## src/rtl/fft8_pkg.sv

```systemverilog
// Shared widths, FSM state type, twiddle ROM and bit-reverse helper for the
// time-shared 8-point radix-2 DIT FFT.
package fft8_pkg;

   localparam int DW = 9;
   localparam int TW = 10;

   typedef enum logic [1:0] {
      LOAD    = 2'd0,
      COMPUTE = 2'd1,
      UNLOAD  = 2'd2
   } state_e;

   // W[k] = exp(-j*2*pi*k/8) in Q1.8
   localparam logic signed [TW-1:0] W0_RE =  10'sd256;
   localparam logic signed [TW-1:0] W0_IM =  10'sd0;
   localparam logic signed [TW-1:0] W1_RE =  10'sd181;
   localparam logic signed [TW-1:0] W1_IM = -10'sd181;
   localparam logic signed [TW-1:0] W2_RE =  10'sd0;
   localparam logic signed [TW-1:0] W2_IM = -10'sd256;
   localparam logic signed [TW-1:0] W3_RE = -10'sd181;
   localparam logic signed [TW-1:0] W3_IM = -10'sd181;

   function automatic logic signed [TW-1:0] twid_re(input logic [1:0] k);
      logic signed [TW-1:0] w;
      case (k)
         2'd0:    w = W0_RE;
         2'd1:    w = W1_RE;
         2'd2:    w = W2_RE;
         default: w = W3_RE;
      endcase
      return w;
   endfunction

   function automatic logic signed [TW-1:0] twid_im(input logic [1:0] k);
      logic signed [TW-1:0] w;
      case (k)
         2'd0:    w = W0_IM;
         2'd1:    w = W1_IM;
         2'd2:    w = W2_IM;
         default: w = W3_IM;
      endcase
      return w;
   endfunction

   function automatic logic [2:0] bitrev3(input logic [2:0] c);
      return {c[0], c[1], c[2]};
   endfunction

endpackage

```

## src/rtl/fft8_seq_ctrl_if.sv

```systemverilog
// Sample-in / bin-out stream bundle of the FFT sequencer plus its status flags.
interface fft8_seq_ctrl_if;
   import fft8_pkg::*;

   logic                 in_valid;
   logic                 in_ready;
   logic signed [DW-1:0] in_re;
   logic signed [DW-1:0] in_im;
   logic                 out_valid;
   logic                 out_ready;
   logic signed [DW-1:0] out_re;
   logic signed [DW-1:0] out_im;
   logic [2:0]           out_idx;
   logic                 busy;
   logic                 done;

   // slave: the FFT controller's view
   modport slave (
      input  in_valid, in_re, in_im, out_ready,
      output in_ready, out_valid, out_re, out_im, out_idx, busy, done
   );

   // master: the producer/consumer driving the controller
   modport master (
      output in_valid, in_re, in_im, out_ready,
      input  in_ready, out_valid, out_re, out_im, out_idx, busy, done
   );

endinterface

```

## src/rtl/fft8_bfly_cplx.sv

```systemverilog
// Combinational radix-2 butterfly: P = W*B, returns A+P and A-P, wrapping to DW.
module fft8_bfly_cplx
   import fft8_pkg::*;
#(
   parameter int DW_P = DW,
   parameter int TW_P = TW
) (
   input  logic signed [DW_P-1:0] a_re_i,
   input  logic signed [DW_P-1:0] a_im_i,
   input  logic signed [DW_P-1:0] b_re_i,
   input  logic signed [DW_P-1:0] b_im_i,
   input  logic signed [TW_P-1:0] w_re_i,
   input  logic signed [TW_P-1:0] w_im_i,
   output logic signed [DW_P-1:0] sum_re_o,
   output logic signed [DW_P-1:0] sum_im_o,
   output logic signed [DW_P-1:0] dif_re_o,
   output logic signed [DW_P-1:0] dif_im_o
);

   // one extra bit so the sum of two full products never overflows
   localparam int PW   = DW_P + TW_P + 1;
   localparam int FRAC = TW_P - 2;

   logic signed [PW-1:0]   br_x, bi_x, wr_x, wi_x;
   logic signed [PW-1:0]   pr_full, pi_full;
   logic signed [DW_P-1:0] p_re, p_im;

   always_comb begin
      br_x = PW'(b_re_i);
      bi_x = PW'(b_im_i);
      wr_x = PW'(w_re_i);
      wi_x = PW'(w_im_i);

      pr_full = wr_x * br_x - wi_x * bi_x;
      pi_full = wr_x * bi_x + wi_x * br_x;

      // arithmetic shift floors toward -inf; keep only the low DW bits
      p_re = DW_P'(pr_full >>> FRAC);
      p_im = DW_P'(pi_full >>> FRAC);

      sum_re_o = a_re_i + p_re;
      sum_im_o = a_im_i + p_im;
      dif_re_o = a_re_i - p_re;
      dif_im_o = a_im_i - p_im;
   end

endmodule

```

## src/rtl/fft8_seq_ctrl.sv

```systemverilog
// 8-point DIT FFT sequencer: loads bit-reversed, runs 3x4 butterflies on one
// shared butterfly unit in place, then streams bins out in natural order.
module fft8_seq_ctrl
   import fft8_pkg::*;
(
   input  logic           clk,
   input  logic           rst,
   fft8_seq_ctrl_if.slave io
);

   state_e     state_q, state_d;
   logic [2:0] cnt_q, cnt_d;
   logic [1:0] s_q, s_d;
   logic [1:0] b_q, b_d;

   // in-place register file: combinational read, registered write, no reset
   logic signed [DW-1:0] mem_re_q [8];
   logic signed [DW-1:0] mem_im_q [8];

   logic                 load_we, bfly_we;
   logic [2:0]           span, top, bot, b_x;
   logic [1:0]           tw_k;
   logic signed [TW-1:0] w_re, w_im;
   logic signed [DW-1:0] sum_re, sum_im, dif_re, dif_im;

   // butterfly addressing for stage s, butterfly b
   always_comb begin
      b_x  = {1'b0, b_q};
      span = 3'd1 << s_q;
      top  = ((b_x >> s_q) << (s_q + 2'd1)) | (b_x & (span - 3'd1));
      bot  = top + span;
      tw_k = (b_q & 2'(span - 3'd1)) << (2'd2 - s_q);
      w_re = twid_re(tw_k);
      w_im = twid_im(tw_k);
   end

   fft8_bfly_cplx #(
      .DW_P (DW),
      .TW_P (TW)
   ) u_bfly (
      .a_re_i   (mem_re_q[top]),
      .a_im_i   (mem_im_q[top]),
      .b_re_i   (mem_re_q[bot]),
      .b_im_i   (mem_im_q[bot]),
      .w_re_i   (w_re),
      .w_im_i   (w_im),
      .sum_re_o (sum_re),
      .sum_im_o (sum_im),
      .dif_re_o (dif_re),
      .dif_im_o (dif_im)
   );

   always_ff @(posedge clk or posedge rst) begin
      if (rst) begin
         state_q <= LOAD;
         cnt_q   <= '0;
         s_q     <= '0;
         b_q     <= '0;
      end else begin
         state_q <= state_d;
         cnt_q   <= cnt_d;
         s_q     <= s_d;
         b_q     <= b_d;
      end
   end

   always_comb begin
      state_d      = state_q;
      cnt_d        = cnt_q;
      s_d          = s_q;
      b_d          = b_q;
      load_we      = 1'b0;
      bfly_we      = 1'b0;
      io.in_ready  = 1'b0;
      io.out_valid = 1'b0;
      io.out_re    = '0;
      io.out_im    = '0;
      io.out_idx   = '0;
      io.busy      = 1'b0;
      io.done      = 1'b0;

      unique case (state_q)
         LOAD: begin
            io.in_ready = 1'b1;
            if (io.in_valid) begin
               load_we = 1'b1;
               cnt_d   = cnt_q + 3'd1;
               if (cnt_q == 3'd7) begin
                  cnt_d   = '0;
                  state_d = COMPUTE;
               end
            end
         end

         COMPUTE: begin
            io.busy = 1'b1;
            bfly_we = 1'b1;
            b_d     = b_q + 2'd1;
            if (b_q == 2'd3) begin
               s_d = s_q + 2'd1;
               if (s_q == 2'd2) begin
                  s_d     = '0;
                  cnt_d   = '0;
                  state_d = UNLOAD;
               end
            end
         end

         UNLOAD: begin
            io.out_valid = 1'b1;
            io.out_re    = mem_re_q[cnt_q];
            io.out_im    = mem_im_q[cnt_q];
            io.out_idx   = cnt_q;
            if (io.out_ready) begin
               cnt_d = cnt_q + 3'd1;
               if (cnt_q == 3'd7) begin
                  io.done = 1'b1;
                  state_d = LOAD;
               end
            end
         end

         default: state_d = LOAD;
      endcase
   end

   // top and bot always differ, so both butterfly writes land in one edge
   always_ff @(posedge clk) begin
      if (load_we) begin
         mem_re_q[bitrev3(cnt_q)] <= io.in_re;
         mem_im_q[bitrev3(cnt_q)] <= io.in_im;
      end
      if (bfly_we) begin
         mem_re_q[top] <= sum_re;
         mem_im_q[top] <= sum_im;
         mem_re_q[bot] <= dif_re;
         mem_im_q[bot] <= dif_im;
      end
   end

endmodule

```

## src/flat_wrapper.sv

```systemverilog
// flat-port wrapper written by rule: the top's interface ports become plain ports
module fft8_seq_ctrl_flat import fft8_pkg::*;
  (clk, rst, io_in_valid, io_in_re, io_in_im, io_out_ready, io_in_ready, io_out_valid, io_out_re, io_out_im, io_out_idx, io_busy, io_done);
  fft8_seq_ctrl_if io_i ();
  input  logic clk;
  input  logic rst;
  input wire logic [$bits(io_i.in_valid)-1:0] io_in_valid;
  input wire logic [$bits(io_i.in_re)-1:0] io_in_re;
  input wire logic [$bits(io_i.in_im)-1:0] io_in_im;
  input wire logic [$bits(io_i.out_ready)-1:0] io_out_ready;
  output wire logic [$bits(io_i.in_ready)-1:0] io_in_ready;
  output wire logic [$bits(io_i.out_valid)-1:0] io_out_valid;
  output wire logic [$bits(io_i.out_re)-1:0] io_out_re;
  output wire logic [$bits(io_i.out_im)-1:0] io_out_im;
  output wire logic [$bits(io_i.out_idx)-1:0] io_out_idx;
  output wire logic [$bits(io_i.busy)-1:0] io_busy;
  output wire logic [$bits(io_i.done)-1:0] io_done;
  assign io_i.in_valid = io_in_valid;
  assign io_i.in_re = io_in_re;
  assign io_i.in_im = io_in_im;
  assign io_i.out_ready = io_out_ready;
  assign io_in_ready = io_i.in_ready;
  assign io_out_valid = io_i.out_valid;
  assign io_out_re = io_i.out_re;
  assign io_out_im = io_i.out_im;
  assign io_out_idx = io_i.out_idx;
  assign io_busy = io_i.busy;
  assign io_done = io_i.done;
  fft8_seq_ctrl u_core (.clk(clk), .rst(rst), .io(io_i));
endmodule
```

## config.mk

```make
export PLATFORM = sky130hd
export DESIGN_NAME = fft8_seq_ctrl_flat
export DESIGN_NICKNAME = d
export VERILOG_FILES = /design/src/rtl/fft8_pkg.sv /design/src/rtl/fft8_seq_ctrl_if.sv /design/src/rtl/fft8_bfly_cplx.sv /design/src/rtl/fft8_seq_ctrl.sv /design/src/flat_wrapper.sv
export SDC_FILE = /design/constraint.sdc
export NUM_CORES = 1
export LEC_CHECK = 0
export ABC_AREA = 1
export CORE_ASPECT_RATIO = 1.75
export CORE_MARGIN = 2
export CORE_UTILIZATION = 45
export CTS_CLUSTER_SIZE = 24
export DETAILED_ROUTE_END_ITERATION = 12
export PLACE_DENSITY = 0.64
export SLEW_MARGIN = 0
export SYNTH_ARGS = -nofsm -noshare
export SYNTH_HDL_FRONTEND = slang
export SYNTH_SLANG_ARGS = --single-unit
```

## constraint.sdc

```tcl
create_clock -name clk -period 21.2 [get_ports clk]
set_input_delay 3.18 -clock clk [delete_from_list [all_inputs] [get_ports clk]]
set_output_delay 3.18 -clock clk [all_outputs]
set_load 0.02 [all_outputs]
```

[After elaboration in Yosys (flattened, before gate mapping)]
Memory sizes are Yosys's and may differ from the RTL's.
Index checks and enable logic that the tools add are counted.
Storage, ports and cells
  register bits: 9
  logic and storage cells: 87
  memories: 2
  output and inout bits: 25
  bits in writable memories: 144
Operators by class
  equal/unequal tests: 13
  mux-type cells: 37
  reduce and logical (&&, ||, !) cells: 8
  bitwise gates (word level): 3
  shift operators: 4
  $mul: 4
  add/subtract/negate cells: 12
Memories
  u_core.mem_im_q: words 8, bits a word 9, read ports 3, clocked after memory_dff 0, wr ports 2, RTL line fft8_seq_ctrl.sv:18  | logic signed [DW-1:0] mem_im_q [8];
  u_core.mem_re_q: words 8, bits a word 9, read ports 3, clocked after memory_dff 0, wr ports 2, RTL line fft8_seq_ctrl.sv:17  | logic signed [DW-1:0] mem_re_q [8];
Operators with widths (number)
  $mul 10x9->17: 4
  $mux 9: 4
  $pmux 10 s3: 1
  $mux 3: 8
  $pmux 10 s2: 1
  $add 9x9->9: 2
  $reduce_or 9->1: 2
  $sub 9x9->9: 2
  $add 17x17->17: 1
  $sub 17x17->17: 1
  $mux 1: 14
  $mux 2: 7
  $pmux 3 s3: 1
  $eq 2x2->1 const B: 4
  $ne 2x1->1 const B: 4
  $pmux 2 s3: 1
  $reduce_and 6->1: 1
  $reduce_and 5->1: 1
  $add 2x1->2 const B: 2
  $eq 2x1->1 const B: 2
  $logic_not 2->1: 2
  $ne 2x2->1 const B: 2
  $add 3x1->3 const B: 1
  $add 3x3->3: 1
  12 further kinds: 12

[Depth between registers and ports, before layout]
Gate-level depths: netlist of the first run.
  word-level depth: 10
  gate-level depth with buffers: 60

[Hierarchy]
A second synthesis of the first run with hierarchy kept.
Unflattened totals
  cell total of the unflattened synthesis: 3803
  area total of the unflattened synthesis: 26983.4 um2
Modules (own cells, without submodules)
  fft8_bfly_cplx: times used 1, cells each 1949, area each 14790.4 um2
  fft8_seq_ctrl: times used 1, cells each 1854, area each 12192.9 um2

[Worst setup path before layout of the first run]
Ideal clock, no wire load.
  path type: reg-to-reg
  start point: reg u_core.s_q[0]
  end point: mem u_core.mem_re_q[0][8] (data pin)
  buffers on the path: 9
  stages on the path, launching flop included: 51
  library setup time: 253 ps
  data required time: 20947 ps
  data arrival time: 10140 ps
  path slack: 10807 ps
  path through: dfrtp_1 > inv_2 > ha_1 > inv_1 > nand3_1 > nand2_1 > buf_2 > buf_1 > ha_1 > buf_2 > buf_2 > buf_2 > buf_4 > buf_2 > buf_2 > buf_2 > nor2_1 > a21oi_1 > (+15 left out) > nand2_1 > inv_1 > nand4_1 > o211ai_1 > xor2_1 > inv_1 > fa_1 > o31ai_1 > a21oi_1 > o21bai_1 > nand2_1 > inv_1 > nor2_1 > nor2_1 > nor2_1 > nand3b_1 > nand3_1 > nand2_1
RTL lines
  from (decl): RTL line fft8_seq_ctrl.sv:13  | logic [1:0] s_q, s_d;
  from (signal assigned): RTL line fft8_seq_ctrl.sv:57  | s_q <= '0;
  from (signal assigned): RTL line fft8_seq_ctrl.sv:62  | s_q <= s_d;
  to (decl): RTL line fft8_seq_ctrl.sv:17

==> results.md, run 1 <==
- The flow ran to the end, and the final reports show no timing, DRC or antenna violations.
- The routed design has 77.72 mm of wire.
- In this run the number of H-tree levels came out at 4.
- Gates resized during post-CTS repair numbered 0.
- The top flip-flop cell by instance count after synthesis is sky130_fd_sc_hd__edfxtp_1.
- 0 antenna diodes ended up in the layout.
- The register clock-pin slew on the reported worst setup and hold paths is 70 ps.
- Pin placement for this block handled 47 I/O pins.
- The via density per instance is 5.643.
- By count the netlist is led by sky130_fd_sc_hd__nand2_1, sky130_fd_sc_hd__inv_1, sky130_fd_sc_hd__o21ai_0.
- The number of non-filler instances in the completed layout is 3482.
- The synthesized design contains 144 enable-type register cells.
- The number of port buffers is 46.
- The final layout contains 3301 nets.
- The mean instance size in the synthesized netlist is 7.832 sq um.
- The most common cell type on the critical path is sky130_fd_sc_hd__inv_1.
- For this run, the register share of the synthesized area comes to 20.50%.
- The detailed-router iteration count before antenna repair is 8.
- The worst setup path is captured at a flop.
- Global routing used 31.33% of the available tracks.
- Across the run, the number of max-cap violations was 0.
- The arrival time reported for the critical path endpoint is 12630 ps.
- The most repeated cell in the gate-level netlist after synthesis is sky130_fd_sc_hd__nand2_1.
- The final number of max-transition violations was 0.
- The source-to-sink clock delay at the later pin of the worst-skew pair is 450 ps.
- Of all cell types, the one taking the most synthesized area is sky130_fd_sc_hd__fa_1.
- The via count of the first global-routing pass is 20.47k.
- Once the clock tree was built, the setup fixing pass inserted 0 buffers.
- The critical path is of the reg -> reg type.
- The transition at the pin with the smallest max-transition slack is 1110 ps.
- The count of endpoints failing setup in the final report is 0.
- After synthesis the cells add up to 22190 sq um.
- The global-route wire length before repair is 117.6 mm.
- The post-DP HPWL is 60.99 mm.
- STA puts the critical path data required time at 21470 ps.
- Counting flops and latches in the post-synthesis netlist gives 153.
- The congestion estimate from routability-driven global placement came to 0.9911.
- The maximum count of clock buffers along a single path is 2.
- The number of hold violations in the final report is 0.
- The area enclosed by the die boundary is 51170 sq um.
- The height of the chip is 297.7 um.
- The number of antenna violations at the first check in global routing came to 0.
- In the post-synthesis netlist, the biggest area contributors are sky130_fd_sc_hd__fa_1, sky130_fd_sc_hd__edfxtp_1, sky130_fd_sc_hd__ha_1.
- The final core utilization is 49.04%.
- The largest individual stage delay along the critical path comes from the cell sky130_fd_sc_hd__o221ai_1.
- In the synthesized netlist the async set-or-reset flop fraction comes to 5.882%.
- The final worst-path cycle share is 58.31%.
- From synthesis to final layout, the design area changed by 7.715%.
- The time the final worst path needs with I/O delays and setup is 12360 ps.
- The type of the worst min-delay path is reg -> reg.
- Timing would allow up to 80.89 MHz.
- The first-iteration detailed-routing DRC count is 1558.
- Setup repair after global routing left no endpoint under its margin.
- Once the floorplan was initialized, standard cells occupied 45.53% of the core.
- Entering global routing, the biggest net connects 81 pins.
- The region available for standard cell placement spans 48730 sq um.
- The quantity of hold-fixing buffers added after cts is 0.
- The die span in x is 171.9 um.
- The top cell type by area accounts for 22.29% of the synthesized area.
- The routed layout has 19.65k vias.
- Buffers inserted during clock tree synthesis total 17.
- The TritonCTS clock tree is yes.
- The fraction of layout instances using a drive strength above 1 is 4.491%.
- STA classifies the critical path startpoint as a flop.
- The final total negative setup slack is 0 ps.
- Once detail routing completed, the nets flagged for antenna violations numbered 0.
- The worst clock skew is 13.88 ps.
- The final routed DRC violation total is 0.
- The maximum fanout count along the critical path is 29.
- After floorplanning, the core was divided into 107 placement rows.
- The synthesized netlist net count is 3319.
- The wire length per cell after detailed routing is 22.32 um.
- The number of sinks on the clock net is 153.
- The placed instance count is 3450.
- For this run, the number of Yosys warnings is 0.
- The clock tree root buffer cell is sky130_fd_sc_hd__clkbuf_16.
- The total congestion overflow after global routing is 0.
- The stage delay of the slowest cell on the critical path is 800 ps.
- The post-synthesis cell count is 2833.
- The headroom to the max-slew limit is 25.70%.
- Yosys mapped the design onto 51 distinct sky130hd cell types.
-- per-layer routing --
metal | GRT usage, % | share of wire, %
met1 | 30.24 | 31
met2 | 56.64 | 52
met3 | 4.490 | 6.2
met4 | 27.71 | 11
met5 | 0 | 0
-- metrics by stage --
stage                     setup WS, ps  hold slack, ps  area, sq um
after floorplan                  10810           478.2        22190
after global placement            9341           501.3        23320
after detailed placement          9033           519.3        23320
after CTS                         8992           536.5        23900
after global routing              8130           575.4        23900
final                             8837           530.9        23900
-- sequential cells by signal, indices dropped and copies added, names as in the netlist --
name	cells
u_core.mem_im_q	72
u_core.mem_re_q	72
u_core.cnt_q	3
u_core.b_q	2
u_core.s_q	2
u_core.state_q	2
-- final timing paths --
check | endpoint | cells after the start | slack [ps] | start
setup / recovery | u_core.mem_im_q[4][6] | 42 | 8840 | u_core.s_q[0]
hold / removal | u_core.state_q[1] | 2 | 530 | u_core.state_q[1]
setup reg to reg | u_core.mem_im_q[4][6] | 42 | 8840 | u_core.s_q[0]
hold reg to reg | u_core.state_q[1] | 2 | 530 | u_core.state_q[1]
max in group asynchronous | u_core.cnt_q[0] | 2 | 17910 | rst
min in group asynchronous | u_core.cnt_q[2] | 2 | 3000 | rst
-- kinds of logic (layout without fill, tap and decap cells) --
kind of cell | count (synthesis) | in the layout | synth area share, %
adders and majority gates | 464 | 464 | 34.52
xor gates and xnor gates | 57 | 57 | 2.250
buffers and inverters | 620 | 615 | 10.67
DFF | 153 | 153 | 20.50
other | 2 | 2 | 0.03385
AOI/OAI and AO/OA | 541 | 541 | 13.04
and+or+nand+nor | 996 | 996 | 18.98
-- cells in the final DEF (no fill, tap or decap), types with 19 or more instances in the layout --
master                            count
sky130_fd_sc_hd__xnor2_1             19
sky130_fd_sc_hd__o211ai_1            28
sky130_fd_sc_hd__clkdlybuf4s50_1     46
sky130_fd_sc_hd__a21oi_1            138
sky130_fd_sc_hd__o21ai_0            316
sky130_fd_sc_hd__buf_4               25
sky130_fd_sc_hd__nand3_1            165
sky130_fd_sc_hd__nor2_1             210
sky130_fd_sc_hd__ha_1               216
sky130_fd_sc_hd__nand2_1            542
sky130_fd_sc_hd__xor2_1              38
sky130_fd_sc_hd__fa_1               247
sky130_fd_sc_hd__inv_1              493
sky130_fd_sc_hd__edfxtp_1           144
-- layout make-up --
| cell class | count | area, sq um |
|---|---|---|
| Fill cell | 4798 | 24830 |
| Sequential cell | 153 | 4552 |
| Clock buffer | 17 | 425.4 |
| Multi-Input combinational cell | 2060 | 15380 |
| Timing Repair Buffer | 71 | 648.1 |
| Clock inverter | 15 | 152.6 |
| Inverter | 512 | 1922 |
| Tap cell | 654 | 818.3 |
-- critical path, delay by kind of cell (launching register included) --
| family | cells | cell delay, ps |
|---|---|---|
| fa+ha+maj | 11 | 4750 |
| compound gates | 6 | 2740 |
| simple gates | 14 | 2400 |
| buf+inv | 10 | 1580 |
| flops | 1 | 500 |
| xor+xnor | 1 | 160 |
Power of run 1 is left out: the tool's default activity adds up to more than one toggle a clock period on the data nets, which glitch-free logic cannot reach.
==> run 2: changes to the inputs <==
Clock period 21.2 ns to 12.45 ns, I/O delays scaled along.
==> run 2 against run 1 <==
  * Utilization grew 0.13 points
  * Non-clock buffer count rose by 8
  * Count of clock-buffer cells in the layout grew 2
  * Clock skew rose by 2.3 ps
  * Via count grew 0.74%
  * Worst setup slack got worse by 8000 ps
  * Worst hold slack gained 9.0 ps
  * Cell area is 0.26% higher
  * Wire length increased by 0.35%
  * Critical endpoint is now u_core.mem_im_q[2][8]
==> results.md, run 2 (synthesized netlist as in run 1, its figures left out) <==
- The flow ran to the end, and the final reports show no timing, DRC or antenna violations.
- The via count of the first global-routing pass is 20.32k (-0.71%).
- In this run the clock root is driven by a sky130_fd_sc_hd__clkbuf_16.
- The weighted congestion reported at the end of routability-driven placement is 0.9878 (-0.33%).
- The via density per instance is 5.672 (+0.51%).
- The wire length per cell after detailed routing is 22.35 um (+0.12%).
- The number of maximum-capacitance violations is 0 (unchanged).
- The number of inserted diodes was 0 (unchanged).
- The worst register-to-register path ends at u_core.mem_im_q[2][8].
- The source-to-sink clock delay at the later pin of the worst-skew pair came to 460 ps (about the same).
- The path class of the tightest hold or removal check is reg -> reg.
- The library cell used most frequently in the layout, excluding fill and tap cells, is sky130_fd_sc_hd__nand2_1.
- The overall via count from detail_route was 19.79k (+0.74%).
- The layout overhead on the synthesized area is 7.991%.
- The detailed-router iteration count before antenna repair is 6 (-2).
- The number of top-level design ports is 47 (unchanged).
- The most common cell type on the critical path is sky130_fd_sc_hd__inv_1.
- The area of combinational cells with multiple inputs is 15390 sq um (about the same).
- The fraction of layout instances using a drive strength above 1 is 4.795% (+0.30 points).
- The arrival time reported for the critical path endpoint is 11830 ps (-800 ps).
- The final number of max-transition violations is 0 (unchanged).
- The headroom to the max-slew limit was 26.13% (+0.43 points).
- The floorplan core area is 48730 sq um (unchanged).
- The number of port buffers came to 46 (unchanged).
- The worst clock skew is 16.22 ps (+2.346 ps).
- The critical path capture point type is a flop.
- The number of nets in the final layout was 3309 (+0.24%).
- The number of antenna violations at the first check in global routing is 0 (unchanged).
- The final total negative setup slack is 0 ps (unchanged).
- The pin count of the biggest net entering global routing is 89 (+9.9%).
- The final worst-path cycle share is 93.39% (+35 points).
- The number of antenna-violating nets in the routed design came to 0 (unchanged).
- The global-route wire length before repair was 117.7 mm (about the same).
- The startpoint identified for the worst register-to-register timing path is u_core.s_q[0].
- The count of fill cells added during filler insertion came to 4774 (-0.50%).
- The time the final worst path needs with I/O delays and setup is 11630 ps (-735.8 ps).
- The met2 track demand over resource in global routing is 56.22% (-0.41 points).
- The TritonCTS clock tree is yes.
- The logic depth of the worst register-to-register path came to 49 (+17%).
- The largest registers in the layout are u_core.mem_im_q: 72 flops, u_core.mem_re_q: 72 flops, u_core.cnt_q: 3 flops.
- The highest clock rate is 86.01 MHz (+6.3%).
- The count of endpoints failing setup in the final report was 0 (unchanged).
- The H-tree depth came to 4 (unchanged).
- The number of cells on the worst hold path is 1 (-1).
- The met1 usage is 32.37% (+2.1 points).
- The hold path startpoint is u_core.b_q[0].
- The sort of element at the start of the critical path is a flop.
- The aggregate routed wire length is 77.99 mm (+0.35%).
- The area occupied by registers was 4552 sq um (unchanged).
- The starting utilization of the core area is 45.53% (unchanged).
- The total routing usage reported by global routing was 31.37% (+0.036 points).
- The number of rows in the core area came to 107 (unchanged).
- The post-DP HPWL is 60.49 mm (-0.82%).
- The number of sinks on the clock net is 153 (unchanged).
- The number of buffers added by the clock tree synthesis step came to 17 (unchanged).
- For hold timing, the worst endpoint is u_core.b_q[0].
- The final routed DRC violation total came to 0 (unchanged).
- The met3 track demand over resource is 3.733% (-0.76 points).
- The data required time of the critical path came to 12650 ps (-8820 ps).
- The placed instance count is 3458 (+0.23%).
- The cell type of the slowest stage on the worst timing path is sky130_fd_sc_hd__fa_1.
- The register clock-pin slew on the reported worst setup and hold paths came to 70 ps (about the same).
- The setup slack on the worst flop-to-flop path is 820 ps (-8010 ps).
- The category of the critical setup timing path is reg -> reg.
- The maximum count of clock buffers along a single path was 2 (unchanged).
- The most congested layer reported by global routing is met2.
- Setup repair after global routing left no endpoint under its margin.
- The transition at the pin with the smallest max-transition slack came to 1101 ps (-8.979 ps).
- The maximum fanout count along the critical path came to 15 (-48%).
- The area enclosed by the die boundary is 51170 sq um (unchanged).
- The top cell types in the final layout, fill and taps aside, are sky130_fd_sc_hd__nand2_1, sky130_fd_sc_hd__inv_1, sky130_fd_sc_hd__o21ai_0.
- The total congestion overflow after global routing was 0 (unchanged).
- The number of hold violations in the final report is 0 (unchanged).
- The die span in x is 171.9 um (unchanged).
- The height of the chip is 297.7 um (unchanged).
- The number of non-filler instances in the completed layout is 3490 (+0.23%).
- The stage delay of the slowest cell on the critical path was 560 ps (-240 ps).
- The first-iteration detailed-routing DRC count is 1709 (+9.7%).
-- run 2: cell type report --
class,count,area share [%]
Multi-Input combinational cell,2060,64.25
Sequential cell,153,19.00
Inverter,512,8.021
Tap cell,654,3.415
Timing Repair Buffer,79,2.956
Clock buffer,19,1.807
Clock inverter,13,0.5587
-- run 2: metal layers --
metal | vias to the layer above | routed length, um
met5 | - | 0
met4 | 0 | 7647
met3 | 325 | 4937
met2 | 954 | 40300
met1 | 9444 | 25110
li1 | 9071 | -
-- run 2: per-stage QoR --
stage | instance area [sq um] | utilization (%) | hold WS (ps) | setup WS [ps]
detailed placement | 23380 | 47.98 | 530.5 | 941.7
global placement | 23380 | 47.98 | 496.1 | 1141
finish | 23960 | 49.17 | 539.9 | 823.2
global route | 23960 | 49.17 | 585.2 | 11.57
CTS | 23950 | 49.14 | 549.8 | 877.5
floorplan | 22190 | - | 478.2 | 2057
-- run 2: worst max-delay path, delay by kind of cell (launching register included) --
family | cells | cell delay (ps)
AO/OA/AOI/OAI | 8 | 1880
XOR/XNOR | 3 | 710
adder cells (fa/ha/maj) | 12 | 4840
buffers and inverters | 10 | 1080
flip-flops | 1 | 480
AND/OR/NAND/NOR | 16 | 2380
-- run 2: how the worst max path moves through the flow --
stage	from	slack (ps)	cells after the start	endpoint
CTS	u_core.s_q[0]	880	49	u_core.mem_im_q[2][8]
global placement	u_core.s_q[0]	1140	51	u_core.mem_im_q[6][7]
global route	u_core.s_q[0]	10	49	u_core.mem_im_q[2][8]
floorplan	u_core.s_q[0]	2060	50	u_core.mem_re_q[0][8]
detailed placement	u_core.s_q[0]	940	51	u_core.mem_im_q[0][7]
finish	u_core.s_q[0]	820	49	u_core.mem_im_q[2][8]
-- run 2: repair_timing --
item,CTS,global route
resized for setup,0,2
endpoints found under the setup margin,0,9
hold buffers,0,0
setup buffers,0,0
Power of run 2 is left out for the same reason.
